`config.mk`:
```
export PLATFORM = sky130hd
export DESIGN_NAME = base_amem_rmw_upd
export DESIGN_NICKNAME = d
export VERILOG_FILES = /design/src/rtl/base_amem_rmw_upd.sv
export SDC_FILE = /design/constraint.sdc
export NUM_CORES = 1
export LEC_CHECK = 0
export CORE_MARGIN = 2
export CORE_UTILIZATION = 31
export CTS_BUF_LIST = sky130_fd_sc_hd__clkbuf_8
export DETAILED_ROUTE_END_ITERATION = 10
export PLACE_DENSITY_LB_ADDON = 0.3
export SYNTH_ARGS = -nofsm -noshare
export SYNTH_HDL_FRONTEND = slang
export SYNTH_SLANG_ARGS = --single-unit
```
`constraint.sdc`:
```
create_clock -name clk -period 3.4 [get_ports clk]
set_clock_uncertainty 0.05 [all_clocks]
set_input_delay 0.85 -clock clk [delete_from_list [all_inputs] [get_ports clk]]
set_output_delay 0.85 -clock clk [all_outputs]
set_load 0.005 [all_outputs]
```
`src/rtl/base_amem_rmw_upd.sv`:
```
// Read-modify-write updater for an SRAM of counters: mem[a] += delta, with
// one-cycle history forwarding and a small result FIFO on a valid/ready output.
module base_amem_rmw_upd #(
  parameter int awidth = 1,
  parameter int dwidth = 1,
  parameter int odepth = 2
) (
  input  logic              clk,
  input  logic              reset,
  input  logic              i_v,
  output logic              i_r,
  input  logic [awidth-1:0] i_a,
  input  logic [dwidth-1:0] i_d,
  output logic              rd_v,
  output logic [awidth-1:0] rd_a,
  input  logic [dwidth-1:0] rd_d,
  output logic              wr_v,
  output logic [awidth-1:0] wr_a,
  output logic [dwidth-1:0] wr_d,
  output logic              o_v,
  input  logic              o_r,
  output logic [awidth-1:0] o_a,
  output logic [dwidth-1:0] o_d
);

  localparam int PW = (odepth > 1) ? $clog2(odepth) : 1;
  localparam int CW = $clog2(odepth + 1);

  typedef struct packed {
    logic [awidth-1:0] a;
    logic [dwidth-1:0] d;
  } ent_t;

  logic             s1_v, hist_v;
  ent_t             s1, hist;
  ent_t             fifo [odepth];
  logic [PW-1:0]    rptr, wptr;
  logic [CW-1:0]    cnt;
  logic [CW:0]      need;
  logic [dwidth-1:0] base, sum;
  logic             acc, push, pop;

  function automatic logic [PW-1:0] nxt(input logic [PW-1:0] p);
    return (p == PW'(odepth - 1)) ? '0 : p + 1'b1;
  endfunction

  // Reserve a slot for every op in flight so the FIFO can never overflow.
  assign need = {1'b0, cnt} + {{CW{1'b0}}, s1_v};
  assign i_r  = !reset && (need < (CW+1)'(odepth));
  assign acc  = i_v && i_r;

  assign rd_v = acc;
  assign rd_a = i_a;

  // Last cycle's write is not yet readable from SRAM (read returns old data).
  assign base = (hist_v && hist.a == s1.a) ? hist.d : rd_d;
  assign sum  = base + s1.d;

  assign wr_v = s1_v;
  assign wr_a = s1.a;
  assign wr_d = sum;

  assign push = s1_v;
  assign o_v  = (cnt != '0);
  assign pop  = o_v && o_r;
  assign o_a  = fifo[rptr].a;
  assign o_d  = fifo[rptr].d;

  always_ff @(posedge clk or posedge reset) begin
    if (reset) begin
      s1_v   <= 1'b0;
      s1     <= '0;
      hist_v <= 1'b0;
      hist   <= '0;
      rptr   <= '0;
      wptr   <= '0;
      cnt    <= '0;
    end else begin
      s1_v   <= acc;
      s1     <= '{a: i_a, d: i_d};
      hist_v <= s1_v;
      hist   <= '{a: s1.a, d: sum};
      if (push) wptr <= nxt(wptr);
      if (pop)  rptr <= nxt(rptr);
      cnt <= cnt + CW'(push) - CW'(pop);
    end
  end

  always_ff @(posedge clk) begin
    if (push) fifo[wptr] <= '{a: s1.a, d: sum};
  end

endmodule

```
### Word level (Yosys, flattened, before mapping)

Memories as Yosys holds them, arrays and structs flattened.
Cells that the tools add are included.

| cells by class | value |
|---|---|
| $add $sub $neg | 6 |
| magnitude comparators | 1 |
| equality and inequality tests | 1 |
| multiplexer cells | 5 |
| reduce and logical (&&, ||, !) cells | 6 |

Operators by type and width:

| operator | count |
|---|---|
| 1-bit 2-to-1 mux | 5 |
| 1-bit logical AND | 4 |
| 2-bit by 1-bit adder with 3-bit output | 1 |
| 3-bit by 2-bit less-than comparator with 1-bit output, second input constant | 1 |
| 1-bit adder, second input constant | 2 |
| 2-bit by 1-bit adder with 2-bit output | 1 |
| 2-bit nonzero test | 1 |
| 2-bit by 1-bit subtractor with 2-bit output | 1 |
| 1-bit adder | 1 |
| 1-bit == test | 1 |
| 1-bit logical NOT | 1 |

| storage, ports and cells | value |
|---|---|
| flip-flop bits (word level) | 10 |
| RAM bits | 4 |
| memories | 1 |

Memory list:

| name | words | bits a word | read ports | clocked after memory_dff | wr ports | RTL line | RTL |
|---|---|---|---|---|---|---|---|
| fifo | 2 | 2 | 1 | 0 | 1 | 36 | `ent_t fifo [odepth];` |

### Depth between registers and ports, before layout

| depth | value |
|---|---|
| word-level depth | 4 |
| depth in mapped cells | 7 |

### Worst setup path before layout

No wires, ideal clock.

| timing path | value |
|---|---|
| path type | input port to output port |
| start | input reset |
| end | output rd_v |
| data arrival time | 1.288 ns |
| data required time | 2.500 ns |
| path slack | 1.212 ns |
| cell stages on the path | 2 |
| path buffers | 0 |
| path through | a211oi_1 > and2_1 |

| between the ends | value |
|---|---|
| cells in the longest elaborated chain, start to end | 3 |

RTL lines:

| item | RTL line | RTL |
|---|---|---|
| from (decl) | 9 | `input logic reset,` |
| 1-bit logical NOT (no line) | -- |  |
| 1-bit logical AND | 49 | `assign i_r = !reset && (need < (CW+1)'(odepth));` |
| 1-bit logical AND | 50 | `assign acc = i_v && i_r;` |
| to (decl) | 14 | `output logic rd_v,` |

Every way passes these cells.

### Worst setup path after layout

| timing path | value |
|---|---|
| start | input rd_d |
| end | output wr_d |

| between the ends | value |
|---|---|
| cells in the longest elaborated chain, start to end | 2 |

RTL lines:

| item | RTL line | RTL |
|---|---|---|
| from (decl) | 16 | `input logic [dwidth-1:0] rd_d,` |
| 1-bit 2-to-1 mux | 56 | `assign base = (hist_v && hist.a == s1.a) ? hist.d : rd_d;` |
| 1-bit adder | 57 | `assign sum = base + s1.d;` |
| to (decl) | 19 | `output logic [dwidth-1:0] wr_d,` |

Every way passes these cells.

==> flow_summary_export.csv <==
group,metric,value,unit
yosys,post_synth_instance_area,569.3,sq um
finish,n_antenna_cell,0,
worst_setup_path,crit_top_cell,"clkdlybuf4s50_1",
routing,drtIter0Drc,1,
worst_setup_path,critPathMaxStageDelay,0.52,ns
worst_setup_path,crit_chain,"clkdlybuf4s50_1, nand2b_1, a22oi_1, nand3b_1, clkdlybuf4s50_1",
clock_network,cts.htree.levels,1,
sta,fin_tns_setup,0,ns
sta,slew_violations,0,
finish,layout.nets,67,
pwr,p_per_area,673.7,mW/mm^2
yosys,synth_xor_area_frac,0.07692,
yosys,syn-num-nets,48,
pwr,p_sw_frac,0.2547,
yosys,synth_top_family_by_area,"simple AND/OR/NAND/NOR gates",
global_routing,grt_pass1_vias,342,
yosys,synth_top_cell_by_area,"dfrtp_1",
worst_setup_path,end_kind,"output pin",
finish,fillers,177,
yosys,ys_types,17,
routing,drc,0,
sta,worst_slew_pin_slew,0.3770,ns
worst_setup_path,critical_path.top_delay_family,"buffers and inverters",
yosys,syn_inst,39,
clock_network,cts_setup_buffers,0,
floorplan,initial_core_util,0.3297,
floorplan,ios,16,
global_routing,antenna_found_initial,0,
sta,layout_min_cycle_time,3.144,ns
global_routing,grt_pass1_wl,1.504,mm
pwr,internal-power,0.3939,mW
yosys,yosysTopAreaCellShare,0.4396,
clock_network,clock_path_buffers,2,
floorplan,die_h,46.86,um
sta,max_freq,0.3181,GHz
floorplan,rows,15,
yosys,synth.mux.area_fraction,0.03956,
yosys,synth-seq-cells,14,
finish,area_growth,37.80,%
clock_network,cts.clk_slew.worst_paths,0.05,ns
yosys,synth_area_per_cell,14.60,sq um
pwr,clockPowerShare,0.242,
worst_setup_path,crit_type,"in -> out",
placed_design,place_congestion,0.6948,
routing,firstDrtPassIters,3,
worst_setup_path,arrival,2.24,ns
yosys,synthAdderAreaFrac,0.04396,
clock_network,cts_resized,0,
clock_network,clock-sinks,14,
routing,vias,343,
placed_design,io_buffers,15,
floorplan,die_w,46.86,um
sta,slew_headroom,0.7484,
pwr,cellLeakagePower,0.3246,nW
finish,drive_gt1_frac,0.1250,
outcome,status,"finished clean",
clock_network,cts_buffers,3,
yosys,synth_seq_area_share,0.6505,
routing,via_per_inst,4.235,
yosys,synthTopCellsByArea,"dfrtp_1, edfxtp_1, xnor2_1",
worst_setup_path,path_buf_inv,2,
worst_hold_path,hold_class,"reg -> reg",
global_routing,grt_overflow_total,0,
pwr,vdd_drop_max,0.3625,mV
worst_setup_path,crit_slowest_cell,"clkdlybuf4s50_1",
yosys,ys_warn_count,0,
finish,multiInputGateArea,180.2,sq um
yosys,synth-compound-area-share,0.02637,
yosys,synth_simple_gate_area_frac,0.1297,
sta,setup_violations,0,
pwr,pwr-share-seq,0.467,
floorplan,die_area,0.002195,sq mm
finish,fin_util,0.4543,
clock_network,holdBufCountCts,0,
global_routing,grt.total_usage,0.1075,
sta,rsz0062_at_grt,"no",
pwr,switchingPower,0.1346,mW
clock_network,cts_tree,"done",
clock_network,cts_root_buf,"clkbuf_8",
worst_setup_path,cp.required,2.50,ns
sta,period_share,0.9247,
worst_setup_path,critPathLaunchType,"input port",
worst_setup_path,cp_max_fo,4,
clock_network,clkLatencyLatePin,0.24,ns
routing,routedWlPerCell,10.93,um
global_routing,grt_start_max_net_pins,11,
finish,regArea,370.4,sq um
routing,ant_nets,0,
pwr,p_comb_frac,0.291,
pwr,power.total,0.5285,mW
sta,hold_violations,0,
routing,wirelength,885,um
flow_run,cap_violations,0,
floorplan,core,0.001727,sq mm
cell type report:
cell class | instances | share of cell area
Sequential cell | 14 | 0.4721
Multi-Input combinational cell | 21 | 0.2297
Timing Repair Buffer | 15 | 0.1914
Clock buffer | 3 | 0.05263
Tap cell | 25 | 0.03987
Inverter | 3 | 0.01435
power by group through the flow:
stage	combinational (mW)	clock [mW]	sequential (mW)
2_1_floorplan	0.0910	0	0.241
3_3_place_gp	0.153	0	0.250
3_5_place_dp	0.156	0	0.249
4_1_cts	0.157	0.133	0.247
5_1_grt	0.172	0.142	0.251
6_report	0.154	0.128	0.247
cells by family after synthesis:
logic type               Yosys count
AO/OA/AOI/OAI                      2
buffers and inverters              4
AND/OR/NAND/NOR                   10
flip-flops                        14
adder cells (fa/ha/maj)            2
XOR/XNOR                           5
multiplexers                       2
synth_stat cells:
master,instances
xor2_1,2
buf_4,1
nand2b_1,2
edfxtp_1,4
a22oi_1,1
ha_1,2
nand4b_1,2
a211oi_1,1
and2_4,1
or2_4,1
nand3b_1,1
nor2b_1,1
mux2_2,2
xnor2_1,3
and2_1,2
dfrtp_1,10
inv_1,3
flip-flops by register name, indices dropped and copies added, names as in the netlist:
name / count
wr_v: 1
rptr: 1
hist: 2
wptr: 1
fifo: 4
wr_a: 1
cnt: 2
hist_v: 1
s1: 1
metrics by stage:
| step | hold WS [ns] | cell area, sq um | std cells | worst slack [ns] |
|---|---|---|---|---|
| CTS | 0.4272 | 784.5 | 81 | 0.2444 |
| floorplan | 0.3928 | 569.3 | 39 | 1.212 |
| global placement | 0.4057 | 743.2 | 78 | 0.2596 |
| global route | 0.4409 | 784.5 | 81 | 0.1486 |
| detailed placement | 0.4152 | 743.2 | 78 | 0.2626 |
| finish | 0.4199 | 784.5 | 81 | 0.2561 |
layer usage:
metal | GRT usage | part of all wire
met4 | 0.05000 | 0.011
met3 | 0.06923 | 0.068
met1 | 0.1241 | 0.47
met2 | 0.1562 | 0.45
met5 | 0 | 0
worst reg2reg max path, cell delays in order (launching register included):
cell and delay, ns:
dfrtp_1 0.40, or2_4 0.24, and2_4 0.16, ha_1 0.26, inv_1 0.04, ha_1 0.18, xnor2_1 0.16, xnor2_1 0.13
final timing paths:
kind / cells past startpoint / endpoint / startpoint / slack (ns)
min in group asynchronous: 2 / rptr / reset / 0.87
setup reg to reg: 7 / cnt[1] / cnt[1] / 1.70
max in group asynchronous: 2 / wr_a / reset / 2.16
hold reg to reg: 0 / hist[1] / wr_a / 0.42
setup / recovery: 5 / wr_d / rd_d / 0.26
hold / removal: 0 / hist[1] / wr_a / 0.42
cell usage in the layout (no fill, tap or decap), types with 2 or more instances in the layout:
master,netlist,final
and2_1,2,2
clkbuf_8,0,3
clkdlybuf4s50_1,0,15
dfrtp_1,10,10
edfxtp_1,4,4
ha_1,2,2
inv_1,3,3
mux2_2,2,2
nand2b_1,2,2
nand4b_1,2,2
xnor2_1,3,3
xor2_1,2,2
(Power assumes the default switching activity.)
